`config.mk`:
```
export PLATFORM = sky130hd
export DESIGN_NAME = q6fsm_rr_scheduler
export DESIGN_NICKNAME = d
export VERILOG_FILES = /design/src/rtl/q6fsm_rr_scheduler.sv
export SDC_FILE = /design/constraint.sdc
export NUM_CORES = 1
export LEC_CHECK = 0
export ABC_AREA = 1
export ABC_CLOCK_PERIOD_IN_PS = 3900
export BUFFER_PORTS_ARGS = -buffer_cell sky130_fd_sc_hd__buf_4
export CAP_MARGIN = 25
export CORE_MARGIN = 2
export CORE_UTILIZATION = 35
export CTS_BUF_LIST = sky130_fd_sc_hd__clkbuf_4
export CTS_CLUSTER_DIAMETER = 30
export DETAILED_ROUTE_END_ITERATION = 6
export SLEW_MARGIN = 0
export SYNTH_ARGS = -nofsm -noshare
export SYNTH_HDL_FRONTEND = slang
export SYNTH_SLANG_ARGS = --single-unit
```
`constraint.sdc`:
```
create_clock -name clk -period 3.9 [get_ports clk]
set_clock_uncertainty 0.15 [all_clocks]
set_input_delay 0.585 -clock clk [delete_from_list [all_inputs] [get_ports clk]]
set_output_delay 0.585 -clock clk [all_outputs]
set_load 0.05 [all_outputs]
```
`src/rtl/q6fsm_rr_scheduler.sv`:
```
// Round-robin scheduler sharing one six-state w-sequence detector
// across N_CH streams, one accepted sample per cycle.
module q6fsm_rr_scheduler #(
  parameter int N_CH = 4,
  parameter int IDW  = 2
) (
  input  logic            clk,
  input  logic            reset,
  input  logic [N_CH-1:0] req_valid,
  input  logic [N_CH-1:0] req_w,
  output logic [N_CH-1:0] req_ready,
  input  logic [N_CH-1:0] clr,
  output logic            out_valid,
  output logic [IDW-1:0]  out_ch,
  output logic            out_z,
  output logic [N_CH-1:0] ch_z
);

  localparam logic [2:0] S_A = 3'd0;
  localparam logic [2:0] S_B = 3'd1;
  localparam logic [2:0] S_C = 3'd2;
  localparam logic [2:0] S_D = 3'd3;
  localparam logic [2:0] S_E = 3'd4;
  localparam logic [2:0] S_F = 3'd5;

  logic [2:0]     st     [N_CH];
  logic [2:0]     st_nxt [N_CH];
  logic [IDW-1:0] ptr;
  logic [IDW-1:0] ptr_nxt;
  logic [IDW-1:0] gnt_id;
  logic           accept;
  logic           found;
  logic           res_z;

  function automatic logic [2:0] next_st(
    input logic [2:0] s,
    input logic       w
  );
    logic [2:0] n;
    case (s)
      S_A:     n = w ? S_A : S_B;
      S_B:     n = w ? S_D : S_C;
      S_C:     n = w ? S_D : S_E;
      S_D:     n = w ? S_A : S_F;
      S_E:     n = w ? S_D : S_E;
      S_F:     n = w ? S_D : S_C;
      default: n = S_A;
    endcase
    return n;
  endfunction

  function automatic logic z_of(input logic [2:0] s);
    return (s == S_E) || (s == S_F);
  endfunction

  // First valid channel at or after ptr, wrapping modulo N_CH.
  always_comb begin
    req_ready = '0;
    gnt_id    = '0;
    found     = 1'b0;
    for (int k = 0; k < N_CH; k++) begin
      int idx;
      idx = int'(ptr) + k;
      if (idx >= N_CH)
        idx = idx - N_CH;
      if (!found && !reset && req_valid[idx]) begin
        found          = 1'b1;
        req_ready[idx] = 1'b1;
        gnt_id         = IDW'(idx);
      end
    end
    accept = found;
  end

  always_comb begin
    ptr_nxt = ptr;
    if (accept)
      ptr_nxt = (int'(gnt_id) == N_CH - 1) ? '0 : gnt_id + 1'b1;
  end

  // Clear overrides a same-cycle update on that channel.
  always_comb begin
    for (int i = 0; i < N_CH; i++) begin
      st_nxt[i] = st[i];
      if (req_ready[i])
        st_nxt[i] = next_st(st[i], req_w[i]);
      if (clr[i])
        st_nxt[i] = S_A;
    end
  end

  always_comb begin
    res_z = z_of(st_nxt[gnt_id]);
    for (int i = 0; i < N_CH; i++)
      ch_z[i] = z_of(st[i]);
  end

  always_ff @(posedge clk) begin
    if (reset) begin
      for (int i = 0; i < N_CH; i++)
        st[i] <= S_A;
      ptr       <= '0;
      out_valid <= 1'b0;
      out_ch    <= '0;
      out_z     <= 1'b0;
    end else begin
      for (int i = 0; i < N_CH; i++)
        st[i] <= st_nxt[i];
      ptr       <= ptr_nxt;
      out_valid <= accept;
      if (accept) begin
        out_ch <= gnt_id;
        out_z  <= res_z;
      end
    end
  end

endmodule
```
==> flow_summary.ini <==
[status]
outcome = finished clean

[synth]
synth.distinct_cells = 26
syn_area_per_cell_sq_um = 6.53
synthArstFlopShare = 0
syn_inst = 238
syn_nets = 261
ys.warnings.count = 0
synthFlopType = dfxtp_1
yosys.area_share.simple = 0.470
synth_top_family_by_area = simple AND/OR/NAND/NOR gates
netlist_area_sq_mm = 0.00156
synth-xor-area-share = 0.0225
ys_seq_area_frac = 0.232
synth_edf_count = 0
synthMuxAreaShare = 0
ys_ff_latch = 18
synth_compound_area_frac = 0.107
synth_fa_ha_area_frac = 0.0724

[worst_setup_path]
cp_top_family = simple AND/OR/NAND/NOR gates
arrival_ps = 2530
required_ps = 3160
critical_path.max_fanout = 11
critPathKind = reg2out
crit_slowest_cell = dfxtp_1
crit_path_end_kind = output port
setup.worst_path.start_class = flop
max_stage_delay_ps = 570
path_cells = inv_2, ha_1, inv_1, nand3_1, inv_1, nor2_1, nand3_1, nand2_1, nor2_1, nand2_2, buf_4
crit_buf_inv = 4

[floorplan]
die_x_um = 70.7
start_util = 0.360
rows = 24
pin_count = 26
die_h_um = 70.7
core_area_sq_mm = 0.00432
dieArea_sq_mm = 0.00499

[power]
power.density_mw_per_mm2 = 628
p_clk_frac = 0.083
combPwrFrac = 0.682
peakVddDrop_uv = 346
p_sw_frac = 0.553
p_seq_frac = 0.236
p_int_uw = 513
leakagePower_nw = 0.941
power_switching_uw = 635

[timing]
layout_min_cycle_time_ps = 3270
drv_slew = 0
slew_headroom = 0.735
fin_crit_sh = 0.837
rsz0062_at_grt = no
tightest_slew_ps = 394
timing.fmax_mhz = 306
setup_viol = 0
tns_ps = 0
hold_viol_final = 0

[route]
viasPerCell = 4.85
vias = 1536
drc_errors = 0
wl_per_cell_um = 10.8
drt.antenna.violating_nets = 0
drt_wl_total_um = 3420
firstDrtPassIters = 4
drtIter0Drc = 45

[finish]
layout_common_cells = nand2_1 (42), inv_1 (34), nor2_1 (30)
fin_nets = 289
drive_gt1_frac = 0.215
stdcell_area_sq_mm = 0.00183
final_common_cell = nand2_1
syn_to_final_growth_pct = 17.5
antenna_cells = 0

[cts]
cts_root_buf = clkbuf_4
hold_buffers = 0
cts-htree-levels = 1
cts_sinks = 18
clk_pin_slew_ps = 110
numCtsBuffers = 3
insertion_delay_ps = 300
cts_tree = built
clock_path_buffers = 2
postCtsResizedCells = 0
cts_setup_buffers = 0

[placed_design]
place_area_sq_mm = 0.00180
hpwlAfterDp_um = 2800
gp_congestion = 0.860
portBuffers = 25

[grt]
grt_pass1_vias = 1410
grt_start_max_net_pins = 17
antenna_found_initial = 0
grt_pass1_wl_um = 5990
track_usage = 0.145
overflow = 0

[run]
cap_viol_max_count = 0

[min_path]
hold_path_class = in2reg
[final cells by class]
class | count | area [sq um]
fill | 484 | 2500
timing repair buffer | 25 | 188
inverter | 38 | 143
clock inverter | 1 | 3.75
tap | 52 | 65.1
clock buffer | 3 | 22.5
sequential | 18 | 360
multi-input combinational | 180 | 1040
[power by group through the flow]
| stage | combinational [mW] | sequential [mW] | clock (mW) |
|---|---|---|---|
| after floorplan | 0.575 | 0.313 | 0 |
| after global placement | 0.783 | 0.275 | 0 |
| after global routing | 0.874 | 0.279 | 0.111 |
| final | 0.782 | 0.271 | 0.0948 |
| after CTS | 0.788 | 0.270 | 0.102 |
| after detailed placement | 0.785 | 0.274 | 0 |
[synthesized netlist by cell type, types with 4 or more instances]
cell	count	area [sq um]
nand2_4	7	78.8
o21ai_0	7	35.0
a21oi_1	13	65.1
nand3_2	5	50.1
dfxtp_1	18	360
ha_1	9	113
nor3_1	14	70.1
nor2_1	30	113
nand3_1	26	130
inv_1	34	128
nand2_1	42	158
nor2_2	4	25.0
nand2_2	6	37.5
xor2_1	4	35.0
[cell families after synthesis]
| family | after synthesis |
|---|---|
| flops | 18 |
| compound gates | 29 |
| buf+inv | 40 |
| xor+xnor | 4 |
| fa+ha+maj | 9 |
| simple gates | 138 |
[routing by layer]
metal | GRT usage | part of all wire | up-vias
met5 | 0 | 0 | -
met2 | 0.258 | 0.49 | 17
met1 | 0.183 | 0.48 | 689
li1 | - | - | 828
met3 | 0.0356 | 0.031 | 2
met4 | 0.0189 | 0.0029 | 0
[path summary, 6_finish.rpt]
check / depth (start not counted) / to / slack [ps] / from
worst min register to register: 2 / out_ch[0] / 330 / out_ch[0]
worst min-delay path: 2 / st[1][0] / 290 / clr[1]
worst max-delay path: 11 / req_ready[2] / 630 / ptr[0]
worst max register to register: 13 / ptr[1] / 1000 / ptr[0]
[through the flow]
stage	worst slack (ps)	instances	hold slack (ps)	power, mW	utilization
6_report	634	317	289	1.15	0.422
5_1_grt	359	317	264	1.26	0.422
4_1_cts	615	317	276	1.16	0.422
3_5_place_dp	959	313	310	1.06	0.416
3_3_place_gp	960	313	321	1.06	0.416
2_1_floorplan	1250	238	375	0.889	-
[flip-flops by register name, summed over array words and instances (netlist names)]
signal and flops:
out_ch 2, out_valid 1, out_z 1, ptr 2, st 12
Note: power is estimated with default switching activity, not from simulation.
